==> src/rtl/sum_acc.sv <==
// sum_acc: accumulates N_SAMPLES consecutive unsigned samples into one widened
// total and presents it on a valid/ready output. A flush request closes a
// partial window early.
//
// Handshake semantics (both sides): a transfer happens on a rising clock edge
// where valid && ready are both high. A producer holds valid and its data
// stable until that transfer. The sink may change ready freely. On the input
// side in_ready follows out_ready combinationally while a total is being held.
module sum_acc #(
   parameter  int DATA_W    = 8,
   parameter  int N_SAMPLES = 4,
   localparam int CNT_W     = $clog2(N_SAMPLES + 1),
   localparam int ACC_W     = DATA_W + $clog2(N_SAMPLES)
) (
   input  logic              clk,
   input  logic              aresetn,
   input  logic              in_valid,
   input  logic [DATA_W-1:0] in_data,
   output logic              in_ready,
   input  logic              flush,
   output logic              out_valid,
   output logic [ACC_W-1:0]  out_data,
   output logic [CNT_W-1:0]  out_cnt,
   input  logic              out_ready,
   output logic              dbg_state
);

   typedef enum logic {
      ST_ACC  = 1'b0,
      ST_HOLD = 1'b1
   } state_t;

   localparam logic [CNT_W-1:0] LP_N    = CNT_W'(N_SAMPLES);
   localparam logic [CNT_W-1:0] LP_LAST = CNT_W'(N_SAMPLES - 1);

   state_t             r_state;
   logic [ACC_W-1:0]   r_acc;
   logic [CNT_W-1:0]   r_cnt;
   logic [ACC_W-1:0]   r_out_data;
   logic [CNT_W-1:0]   r_out_cnt;

   state_t             w_state_nxt;
   logic [ACC_W-1:0]   w_acc_nxt;
   logic [CNT_W-1:0]   w_cnt_nxt;
   logic [ACC_W-1:0]   w_out_data_nxt;
   logic [CNT_W-1:0]   w_out_cnt_nxt;

   logic               w_in_ready;
   logic               w_accept;
   logic [ACC_W-1:0]   w_in_ext;
   logic [ACC_W-1:0]   w_sum;
   logic [CNT_W-1:0]   w_cnt_inc;

   // Input handshake; the sample is gated by accept so an unknown in_data
   // while in_valid is low never reaches the accumulator.
   assign w_in_ready = (r_state == ST_ACC) || out_ready;
   assign w_accept   = in_valid && w_in_ready;
   assign w_in_ext   = w_accept ? ACC_W'(in_data) : '0;
   assign w_sum      = r_acc + w_in_ext;
   assign w_cnt_inc  = r_cnt + CNT_W'(w_accept);

   // Next-state and datapath update for both FSM states.
   always_comb begin
      w_state_nxt    = r_state;
      w_acc_nxt      = r_acc;
      w_cnt_nxt      = r_cnt;
      w_out_data_nxt = r_out_data;
      w_out_cnt_nxt  = r_out_cnt;
      case (r_state)
         ST_ACC: begin
            if (w_accept && (r_cnt == LP_LAST)) begin
               // Full window; a coincident flush is absorbed into it.
               w_out_data_nxt = w_sum;
               w_out_cnt_nxt  = LP_N;
               w_acc_nxt      = '0;
               w_cnt_nxt      = '0;
               w_state_nxt    = ST_HOLD;
            end else if (flush && (w_cnt_inc != '0)) begin
               // Early close of a non-empty partial window.
               w_out_data_nxt = w_sum;
               w_out_cnt_nxt  = w_cnt_inc;
               w_acc_nxt      = '0;
               w_cnt_nxt      = '0;
               w_state_nxt    = ST_HOLD;
            end else if (w_accept) begin
               w_acc_nxt = w_sum;
               w_cnt_nxt = w_cnt_inc;
            end
         end
         ST_HOLD: begin
            // Flush is ignored here; accept implies out_ready, so an accepted
            // sample always starts the next window as the total leaves.
            if (out_ready) begin
               w_state_nxt = ST_ACC;
               if (w_accept) begin
                  w_acc_nxt = w_in_ext;
                  w_cnt_nxt = CNT_W'(1);
               end
            end
         end
         default: begin
            w_state_nxt = ST_ACC;
         end
      endcase
   end

   // State and datapath registers, cleared asynchronously.
   always_ff @(posedge clk or negedge aresetn) begin
      if (!aresetn) begin
         r_state    <= ST_ACC;
         r_acc      <= '0;
         r_cnt      <= '0;
         r_out_data <= '0;
         r_out_cnt  <= '0;
      end else begin
         r_state    <= w_state_nxt;
         r_acc      <= w_acc_nxt;
         r_cnt      <= w_cnt_nxt;
         r_out_data <= w_out_data_nxt;
         r_out_cnt  <= w_out_cnt_nxt;
      end
   end

   assign in_ready  = w_in_ready;
   assign out_valid = (r_state == ST_HOLD);
   assign out_data  = r_out_data;
   assign out_cnt   = r_out_cnt;
   assign dbg_state = r_state;

endmodule

==> config.mk <==
export PLATFORM = sky130hd
export DESIGN_NAME = sum_acc
export DESIGN_NICKNAME = d
export VERILOG_FILES = /design/src/rtl/sum_acc.sv
export SDC_FILE = /design/constraint.sdc
export NUM_CORES = 1
export LEC_CHECK = 0
export BUFFER_PORTS_ARGS = -buffer_cell sky130_fd_sc_hd__buf_4
export CAP_MARGIN = 20
export CORE_MARGIN = 2
export CORE_UTILIZATION = 39
export DETAILED_ROUTE_END_ITERATION = 16
export GPL_TIMING_DRIVEN = 0
export PLACE_DENSITY = 0.65
export SYNTH_ARGS = -nofsm -noshare
export SYNTH_HDL_FRONTEND = slang
export SYNTH_SLANG_ARGS = --single-unit
==> constraint.sdc <==
create_clock -name clk -period 7.32 [get_ports clk]
set_input_delay 0 -clock clk [delete_from_list [all_inputs] [get_ports clk]]
set_output_delay 0 -clock clk [all_outputs]
set_load 0.005 [all_outputs]
# --- Word-level counts from Yosys, hierarchy flattened ---
# Index checks and enable logic that the tools add are counted.
word_totals:
  regBits: 27
  inputBits: 13
  output_inout_bits: 16
classes:
  add_sub_neg: 2
  n_eq_ne: 4
  n_mux: 21
  bitwise: 1
  reduce_logical: 8
ops:
  columns: ["operator", "count"]
  rows:
  - ["two-way mux 10 bit", 7]
  - ["two-way mux 3 bit", 7]
  - ["case mux 10 bit (2 select lines)", 1]
  - ["adder 10 x 8 -> 10 bit", 1]
  - ["two-way mux 8 bit", 1]
  - ["case mux 3 bit (2 select lines)", 1]
  - ["!= test 4 x 2 -> 1 bit, second input constant", 1]
  - ["adder 3 x 1 -> 3 bit", 1]
  - ["equality test 3 x 2 -> 1 bit, second input constant", 1]
  - ["logical AND 1 bit", 3]
  - ["two-way mux 1 bit", 3]
  - ["AND reduction 3 bit", 1]
  - ["nonzero test 3 bit", 1]
  - ["!= test 2 x 1 -> 1 bit, second input constant", 1]
  - ["!= test 2 bit, second input constant", 1]
  - ["case mux 1 bit (2 select lines)", 1]
  - ["AND reduction 2 bit", 1]
  - ["nonzero test 2 bit", 1]
  - ["logical OR 1 bit", 1]
  - ["inverter 1 bit", 1]

# --- Depth between registers and ports, before layout ---
# Gate-level depths: netlist of run 1.
logic_depth:
  ltp_word: 9
  mapped_depth: 13
  ltp_nobuf: 11

# --- Worst setup path before layout of run 1 ---
# Ideal clock, no wire load.
synth_timing:
  kind: "register to register"
  startpoint: "register r_state (netlist: dbg_state)"
  endpoint: "register r_out_data[2] (netlist: out_data[2])"
  setup_time_ns: 0.125
  arrival_time_ns: 2.431
  required_time_ns: 7.195
  slack_ns: 4.765
  stages_incl_launch_ff: 13
  path_buffers: 3
  cell_sequence: "dfrtp_1 -> nand2b_1 -> buf_2 -> and2_1 -> buf_4 -> ha_1 -> ha_1 -> nor2_1 -> a21bo_1 -> and2_4 -> nor2_1 -> buf_4 -> mux2_2"
synth_via:
  elab_chain_len: 8
synth_lines:
  columns: ["element", "line_no", "text"]
  rows:
  - ["start, declared", "36", "state_t r_state;"]
  - ["start signal, assigned", "116", "r_state <= w_state_nxt;"]
  - ["inverter 1 bit (no source line) (*)", null, null]
  - ["logical OR 1 bit (*)", "56", "assign w_in_ready = (r_state == ST_ACC) || out_ready;"]
  - ["net in_ready", "19", "output logic in_ready,"]
  - ["logical AND 1 bit (*)", "57", "assign w_accept = in_valid && w_in_ready;"]
  - ["branches (longest 5 deep; another with adder 10 x 8 -> 10 bit)", null, null]
  - ["end signal, assigned", "119", "r_out_data <= w_out_data_nxt;"]
  - ["end, declared", "39", "logic [ACC_W-1:0] r_out_data;"]
# Mark *: on every way through the listed nets, which the timed path passes. The select of a mux whose other input is x is not followed.
# A chain may end at the register's enable or synchronous reset.

# --- Worst setup path after layout of run 1 ---
layout_timing:
  startpoint: "register r_state (netlist: dbg_state)"
  endpoint: "register r_out_data[4] (netlist: out_data[4])"
layout_via:
  elab_chain_len: 8
layout_lines:
  columns: ["element"]
  rows:
  - ["inverter 1 bit (no source line) (*)"]
  - ["branches (longest 7 deep; another with adder 10 x 8 -> 10 bit)"]
# Every way passes the cells marked *. The select of a mux whose other input is x is not followed.

==> results of run 1 <==
[through the flow]
| stage | cells | hold slack, ns |
|---|---|---|
| detailed placement | 249 | -0.05678 |
| floorplan | 171 | -0.2956 |
| global placement | 249 | -0.05685 |
| global route | 255 | 0.08069 |
| CTS | 255 | 0.04942 |
| finish | 255 | 0.05654 |
[final cells by class]
type	count	share of cell area
well taps	50	0.03109
flip-flops and latches	27	0.3358
clock buffers	3	0.02052
multi-input cells	130	0.4509
inverters	5	0.009328
repair buffers	30	0.1144
clock inverters	1	0.003731
plain buffers	9	0.03420
[cell usage after synthesis, drive strengths merged]
cell / n / area (sq um)
a31oi: 2 / 12.51
buf: 7 / 61.30
and2: 3 / 23.78
nor3: 3 / 15.01
a211oi: 1 / 7.510
a21oi: 12 / 63.81
nor2: 12 / 47.55
ha: 10 / 125.1
nand3: 3 / 15.01
o41ai: 1 / 8.760
nand4: 2 / 18.77
or2: 1 / 6.260
fa: 1 / 20.02
a21bo: 1 / 10.01
and2b: 1 / 7.510
nand2: 20 / 77.58
dfrtp: 27 / 675.7
or3: 1 / 6.260
mux2: 10 / 120.1
nor2b: 3 / 18.77
a21boi: 1 / 7.510
o21a: 2 / 15.01
xor2: 2 / 17.52
nand2b: 2 / 12.51
inv: 5 / 18.77
and3b: 1 / 8.760
and3: 7 / 43.79
a22oi: 6 / 45.04
xnor2: 5 / 43.79
clkbuf: 2 / 7.510
a221o: 1 / 10.01
a21o: 3 / 22.52
o31ai: 1 / 12.51
o21ai: 12 / 63.81
[kinds of logic after synthesis]
family	after synthesis	synth area share
fa+ha+maj	11	0.08689
flops	27	0.4045
xor+xnor	7	0.03670
compound gates	43	0.1670
simple gates	59	0.1805
buf+inv	14	0.05243
mux	10	0.07191
[layer usage]
layer  up-vias  track usage  wire [um]
met3         2      0.03634        167
met5         -            0          0
met4         0      0.02614         21
met1       628       0.2386       1819
met2        31       0.2468       1673
li1        671            -          -
[report_power, final]
group / total (uW) / internal [uW] / switching [uW] / leakage (uW)
Sequential: 251 / 211 / 39.0 / 0.000345
Combinational: 424 / 218 / 206 / 0.000615
Clock: 89.2 / 38.7 / 50.5 / 0.0000217
[state kept, by name, indices dropped and copies added, names as in the netlist]
register and flops:
dbg_state 1, out_cnt 3, out_data 10, r_acc 10, r_cnt 3
[repair_timing]
action | in CTS | in global routing
endpoints found under the hold margin | 28 | 0
hold buffers | 2 | 0
gates resized for setup | 0 | 0
[worst paths after layout]
path / from / end / slack (ns) / cells past startpoint
hold / removal: in_data[0] / r_acc[0] / 0.06 / 4
max in group asynchronous: aresetn / r_acc[4] / 6.88 / 2
setup / recovery: dbg_state / out_data[4] / 4.45 / 12
min in group asynchronous: aresetn / out_data[0] / 0.16 / 2
setup reg to reg: dbg_state / out_data[4] / 4.45 / 12
hold reg to reg: out_cnt[0] / out_cnt[0] / 0.48 / 2
[critical path, delay by kind of cell (launching register included)]
family                     cells  cell delay, ns
buffers and inverters          3            0.59
adders and majority gates      2            0.38
and+or+nand+nor                4            0.58
muxes                          1            0.35
DFF                            1            0.47
AOI/OAI and AO/OA              1            0.22
xor gates and xnor gates       1            0.16
==> impl_results.md, run 1 <==
* Utilization after layout at 0.4958
* Multi-input logic area at 907.1 sq um
* CTS tree: done
* RePlAce Congestion at 0.7507
* Worst IR Drop VDD at 0.0002368 V
* Remaining antenna violation count at 0
* Full die area at 4823 sq um
* Synthesis-to-layout area growth at 20.45%
* Vias per cell at 5.224
* TritonCTS Buffers at 3
* Avg Inst Size Synth at 9.768 sq um
* Core Area at 4058 sq um
* Setup Viol. Count Final at 0
* Final #Nets at 230
* Crit path time final at 2.867 ns
* Routed WL per cell at 14.44 um
* Die W at 69.45 um
* Dpl ws at 4.475 ns
* Drt total wl at 3.682 mm
* CTS root buf: clkbuf_8
* Final period util at 0.3916
* Slew HR at 0.6384
* Via count at 1332
* CP peak stage delay at 0.47 ns
* Area after DPL at 1943 sq um
* Final instance area at 2012 sq um
* Critical Path Start Type: register
* P_leak at 0.0009816 uW
* Clock sinks at 27
* Worst-margin pin slew at 0.5424 ns
* Max-slew violations at 0
* Clock skew at 0.01214 ns
* Top Ports at 29
* Pre-antenna DRT Iters at 4
* Share of cells above drive strength 1 at 0.2732
* Number of port buffers at 28
* Synth Register Bits at 27
* Post-synth cell types at 45
* Register area share after synthesis at 0.4045
* Peak Freq at 0.3488 GHz
* Cells after Synth at 171
* FF+latch area at 675.6 sq um
* Postcts setup bufs at 0
* HPWL after detailed placement at 2.645 mm
* Final worst slack at 4.453 ns
* Max FO, Critical Path at 10
* Initial antenna violation count at 0
* Total track usage at 0.1619
* Overflow after GRT at 0
* Mapped Nets at 195
* CTS H-tree depth at 1
* DR iter-0 viols at 69
* Synth warn at 0
* Power Total at 763.9 uW
* Initial Util at 0.4117
* Post-Synthesis Cell Area at 1670 sq um
* Commonest non-fill, non-tap cells in the layout: buf_4 (31), dfrtp_1 (27), nand2_1 (19), nor2_1 (11), a21oi_1 (11)
* Die Height at 69.45 um
* Maxcap violations at 0
* Hold WC Path Type: input port to register
* Kind of critical path: register to register
* FP Rows at 23
* Final hold viol count at 0
* Largest net degree at the start of global routing at 28
* CP arrival at 3.03 ns
* Power Density at 379.7 nW/um^2
* CP Capture Type: register
* Clock slew at reported path FFs at 0.10 ns
* Latest clock arrival within the worst-skew pair at 0.28 ns
* Fillers at 402
* Most common cell after layout, fill and taps aside: buf_4
* Clk buf depth at 2
* Setup TNS at 0 ns
* Status: completed
* Max stage delay cell, worst path: dfrtp_1
* N_diodes at 0
* Global-route wire length before repair at 6.279 mm
* Critical Path, Cell by Cell: nand2b_1 -> buf_2 -> and2_1 -> buf_4 -> ha_1 -> ha_1 -> xnor2_1 -> a21bo_1 -> and2_4 -> nor2_1 -> buf_4 -> mux2_2
* DRC at 0
* Vias in the first global route at 1280
* Worst endpoint required time at 7.49 ns
* RSZ-0062 raised after global routing: false
(Power assumes the default switching activity.)
==> inputs of run 2 (changes only) <==
Clock period 7.32 ns to 3 ns, I/O delays scaled along.
==> impl_results.md, run 2 (synthesis gave the netlist of run 1 again) <==
* Status: completed
* Worst IR Drop VDD at 0.0005806 V (+150%)
* Postcts setup bufs at 0 (unchanged)
* Crit path time final at 2.802 ns (-0.06503 ns)
* DR iter-0 viols at 56 (-19%)
* Core Area at 4058 sq um (unchanged)
* Global-route wire length before repair at 6.279 mm (unchanged)
* Overflow after GRT at 0 (unchanged)
* Number of port buffers at 28 (unchanged)
* Pre-antenna DRT Iters at 4 (unchanged)
* DRC at 0 (unchanged)
* RSZ-0062 raised after global routing: false
* Final worst slack at 0.1984 ns (-4.255 ns)
* Setup Viol. Count Final at 0 (unchanged)
* RePlAce Congestion at 0.7507 (unchanged)
* Critical Path Start Type: register
* Final period util at 0.9339 (+0.5423)
* CP Capture Type: register
* Via count at 1332 (unchanged)
* Kind of critical path: register to register
* Vias in the first global route at 1280 (unchanged)
* Synthesis-to-layout area growth at 21.80%
* Most common cell after layout, fill and taps aside: buf_4
* TritonCTS Buffers at 3 (unchanged)
* Final hold viol count at 0 (unchanged)
* HPWL after detailed placement at 2.645 mm (unchanged)
* P_leak at 0.0009901 uW (+0.87%)
* Top Ports at 29 (unchanged)
* Full die area at 4823 sq um (unchanged)
* Dpl ws at 0.1551 ns (-4.320 ns)
* Initial Util at 0.4117 (unchanged)
* CTS H-tree depth at 1 (unchanged)
* Slew HR at 0.6309 (-0.007531)
* Maxcap violations at 0 (unchanged)
* Clock skew at 0.01406 ns (+0.001917 ns)
* Vias per cell at 5.224 (unchanged)
* Hold WC Path Type: input port to register
* Clock sinks at 27 (unchanged)
* CP arrival at 2.97 ns (-0.06 ns)
* Max FO, Critical Path at 10 (unchanged)
* Commonest non-fill, non-tap cells in the layout: buf_4 (32), dfrtp_1 (26), nand2_1 (19), nor2_1 (11), a21oi_1 (11)
* Power Density at 926.0 nW/um^2 (+140%)
* CTS root buf: clkbuf_8
* Fin Hold WS at 0.05194 ns (-0.004600 ns)
* Routed WL per cell at 14.68 um (+1.7%)
* Most used cell, CP: buf_4
* Clock slew at reported path FFs at 0.11 ns (about the same)
* Total track usage at 0.1619 (unchanged)
* Peak Freq at 0.3569 GHz (+2.3%)
* Worst endpoint required time at 3.17 ns (-4.32 ns)
* Share of cells above drive strength 1 at 0.2927 (+0.01951)
* Final #Nets at 230 (unchanged)
* Clk buf depth at 2 (unchanged)
* Die W at 69.45 um (unchanged)
* Worst-margin pin slew at 0.5537 ns (+0.01130 ns)
* Largest net degree at the start of global routing at 28 (unchanged)
* CP peak stage delay at 0.44 ns (-0.03 ns)
* Drt total wl at 3.743 mm (+1.7%)
* FP Rows at 23 (unchanged)
* Utilization after layout at 0.5014 (+0.005551)
* Latest clock arrival within the worst-skew pair at 0.29 ns (about the same)
* Remaining antenna violation count at 0 (unchanged)
* N_diodes at 0 (unchanged)
* Initial antenna violation count at 0 (unchanged)
* Critical Path, Cell by Cell: nand2b_1 -> buf_4 -> and2_1 -> buf_4 -> ha_1 -> ha_1 -> xnor2_2 -> a21bo_1 -> and2_4 -> nor2_1 -> buf_4 -> mux2_2
* CTS tree: done
* Die Height at 69.45 um (unchanged)
* Max-slew violations at 0 (unchanged)
* Setup TNS at 0 ns (unchanged)
* Max stage delay cell, worst path: dfrtp_2
## run 2: cell count changes in the layout (fill, tap and decap cells not counted)
cell	before	now
a31oi_1	2	1
a31oi_2	0	1
buf_2	1	0
buf_4	31	32
dfrtp_1	27	26
dfrtp_2	0	1
nand3_1	3	2
nand3_2	0	1
xnor2_1	5	4
xnor2_2	0	1
## run 2: repair_timing
action / CTS / global route
setup endpoints to repair: 0 / 17
hold buffers: 2 / 0
gates resized for setup: 0 / 6
endpoints found under the hold margin: 28 / 0
## run 2: final cells by class
type | count | area, sq um
flip-flops and latches | 27 | 676.9
clock inverters | 1 | 7.507
well taps | 50 | 62.56
multi-input cells | 130 | 925.9
repair buffers | 30 | 230.2
plain buffers | 9 | 71.32
inverters | 5 | 18.77
fillers | 398 | 2023
clock buffers | 3 | 41.29
## run 2: metrics by stage
step / cell area, sq um / power, uW / std cells
floorplan: 1670 / 1323 / 171
global placement: 1943 / 1644 / 249
detailed placement: 1943 / 1661 / 249
CTS: 2012 / 1892 / 255
global route: 2034 / 2042 / 255
finish: 2034 / 1884 / 255
## run 2: metal layers
| metal | wire, um | global-route usage | vias up |
|---|---|---|---|
| li1 | - | - | 672 |
| met1 | 1891 | 0.2386 | 630 |
| met2 | 1669 | 0.2468 | 28 |
| met3 | 160 | 0.03634 | 2 |
| met4 | 21 | 0.02614 | 0 |
| met5 | 0 | 0 | - |
## run 2: worst paths after layout
| kind | start | to | slack [ns] | cells past startpoint |
|---|---|---|---|---|
| setup / recovery | dbg_state | out_data[4] | 0.20 | 12 |
| hold reg to reg | out_cnt[0] | out_cnt[0] | 0.48 | 2 |
| hold / removal | in_data[0] | r_acc[0] | 0.05 | 4 |
| setup reg to reg | dbg_state | out_data[4] | 0.20 | 12 |
| min in group asynchronous | aresetn | out_data[1] | 0.15 | 2 |
| max in group asynchronous | aresetn | out_data[3] | 2.56 | 2 |
## run 2: worst max-delay path: cells and delay by family, from the launching register on
kind	cells	cell delay (ns)
buffers and inverters	3	0.57
and+or+nand+nor	4	0.55
DFF	1	0.44
adders and majority gates	2	0.40
muxes	1	0.35
AOI/OAI and AO/OA	1	0.21
xor gates and xnor gates	1	0.15
## run 2: report_power, final
group	internal, uW	switching [uW]	leakage, uW	total, uW
Sequential	517	97.1	0.000344	614
Combinational	537	510	0.000624	1050
Clock	94.7	128	0.0000217	223
==> inputs of run 3 (changes only) <==
==> constraint.sdc (replaced) <==
create_clock -name clk -period 3 [get_ports clk]
set_input_delay 0 -clock clk [delete_from_list [all_inputs] [get_ports clk]]
set_output_delay 0 -clock clk [all_outputs]
set_load 0.05 [all_outputs]
==> impl_results.md, run 3 (synthesis gave the netlist of run 1 again) <==
* Critical Path, Cell by Cell: nand2b_1 -> clkbuf_4 -> and2_1 -> buf_4 -> ha_1 -> ha_1 -> xnor2_2 -> a21bo_1 -> and2_4 -> nor2_1 -> buf_4 -> mux2_2
* Clock skew at 0.006808 ns (-0.007252 ns)
* Clk buf depth at 2 (unchanged)
* Comb pwr share at 0.627 (+0.071)
* Worst IR Drop VDD at 0.0004617 V (-20%)
* Internal power at 1160 uW (+0.95%)
* Vias per cell at 5.392 (+3.2%)
* DRC at 0 (unchanged)
* Peak Freq at 0.3529 GHz (-1.1%)
* CP arrival at 3.00 ns (+0.03 ns)
* RePlAce Congestion at 0.7558 (+0.68%)
* Global-route wire length before repair at 6.168 mm (-1.8%)
* DR iter-0 viols at 43 (-23%)
* Worst endpoint required time at 3.17 ns (about the same)
* Synthesis-to-layout area growth at 21.57%
* Setup Viol. Count Final at 0 (unchanged)
* Power Density at 1095 nW/um^2 (+18%)
* Hold WC Path Type: input port to register
* Top Ports at 29 (unchanged)
* Drt total wl at 3.727 mm (-0.43%)
* Initial Util at 0.4117 (unchanged)
* CP Capture Type: register
* Switching share of power at 0.4784 (+0.08836)
* Postcts setup bufs at 0 (unchanged)
* Critical Path Start Type: register
* Via count at 1375 (+3.2%)
* Fin Hold WS at 0.07135 ns (+0.01941 ns)
* Final worst slack at 0.1660 ns (-0.03231 ns)
* Max FO, Critical Path at 10 (unchanged)
* Kind of critical path: register to register
* Status: completed
* Largest net degree at the start of global routing at 28 (unchanged)
* Routed WL per cell at 14.62 um (-0.43%)
* Most common cell after layout, fill and taps aside: buf_4
* Final hold viol count at 0 (unchanged)
* Clock sinks at 27 (unchanged)
* Initial antenna violation count at 0 (unchanged)
* Maxcap violations at 0 (unchanged)
* Final period util at 0.9447 (+0.01077)
* Full die area at 4823 sq um (unchanged)
* Max stage delay cell, worst path: dfrtp_2
* Die Height at 69.45 um (unchanged)
* Share of cells above drive strength 1 at 0.2878 (-0.004878)
* Latest clock arrival within the worst-skew pair at 0.28 ns (about the same)
* CTS tree: done
* Final #Nets at 230 (unchanged)
* Final instance area at 2031 sq um (-0.18%)
* CTS root buf: clkbuf_8
* Max-slew violations at 0 (unchanged)
* Clock slew at reported path FFs at 0.10 ns (about the same)
* Total track usage at 0.1593 (-0.002609)
* Dpl ws at 0.1827 ns (+0.02758 ns)
* Core Area at 4058 sq um (unchanged)
* CTS H-tree depth at 1 (unchanged)
* Number of port buffers at 28 (unchanged)
* Switching Power at 1064 uW (+45%)
* Pre-antenna DRT Iters at 4 (unchanged)
* P_leak at 0.0009912 uW (+0.11%)
* TritonCTS Buffers at 3 (unchanged)
* Remaining antenna violation count at 0 (unchanged)
* Slew HR at 0.6323 (+0.001453)
* HPWL after detailed placement at 2.678 mm (+1.2%)
* N_diodes at 0 (unchanged)
* Commonest non-fill, non-tap cells in the layout: buf_4 (31), dfrtp_1 (26), nand2_1 (19), nor2_1 (11), a21oi_1 (11)
* Reg power frac at 0.277 (-0.049)
* Utilization after layout at 0.5005 (-0.0009250)
* Vias in the first global route at 1326 (+3.6%)
* FP Rows at 23 (unchanged)
* Overflow after GRT at 0 (unchanged)
* Die W at 69.45 um (unchanged)
* Clock Power Share at 0.096 (-0.022)
* CP peak stage delay at 0.43 ns (about the same)
* Crit path time final at 2.834 ns (+0.03231 ns)
* Worst-margin pin slew at 0.5515 ns (-0.002179 ns)
* Area after DPL at 1944 sq um (about the same)
-- run 3: power by group through the flow --
stage | Clock [uW] | Sequential [uW] | Combinational, uW
6_report | 214 | 616 | 1390
3_3_place_gp | 0 | 619 | 1370
3_5_place_dp | 0 | 624 | 1390
5_1_grt | 233 | 637 | 1510
2_1_floorplan | 0 | 912 | 745
4_1_cts | 220 | 617 | 1390
-- run 3: area by class of cell --
class,count,area (sq um)
fill,371,2027
multi-input combinational,130,925.9
sequential,27,676.9
timing repair buffer,30,230.2
buffer,9,71.32
tap,50,62.56
clock buffer,4,45.04
inverter,5,18.77
-- run 3: worst max-delay path: cells and delay by family (launching register included) --
family	cells	cell delay, ns
simple gates	4	0.57
xor+xnor	1	0.16
buf+inv	3	0.59
mux	1	0.35
compound gates	1	0.21
flops	1	0.43
fa+ha+maj	2	0.40
-- run 3: worst paths after layout --
kind / to / cells after the start / slack [ns] / from
setup / recovery: out_data[6] / 12 / 0.17 / dbg_state
hold / removal: r_acc[0] / 4 / 0.07 / in_data[0]
setup reg to reg: out_data[6] / 12 / 0.17 / dbg_state
hold reg to reg: out_cnt[0] / 2 / 0.49 / out_cnt[0]
max in group asynchronous: dbg_state / 2 / 2.56 / aresetn
min in group asynchronous: out_data[0] / 2 / 0.16 / aresetn
-- run 3: repair_timing --
item                       in CTS  in global routing
hold buffers                    2                  0
hold endpoints to repair       28                  0
gates resized for setup         0                  4
setup endpoints to repair       0                  3
-- run 3: routing by layer --
| layer | global-route usage | vias up | part of all wire |
|---|---|---|---|
| li1 | - | 678 | - |
| met2 | 0.2404 | 39 | 0.44 |
| met4 | 0.06754 | 0 | 0.024 |
| met5 | 0 | - | 0 |
| met3 | 0.02035 | 9 | 0.043 |
| met1 | 0.2291 | 649 | 0.49 |
-- run 3: per-stage QoR --
stage                TNS, ns  cells  total power [uW]
floorplan                  0    171              1656
global placement           0    249              1993
detailed placement         0    249              2010
CTS                        0    255              2229
global route        -0.02459    255              2383
finish                     0    255              2224
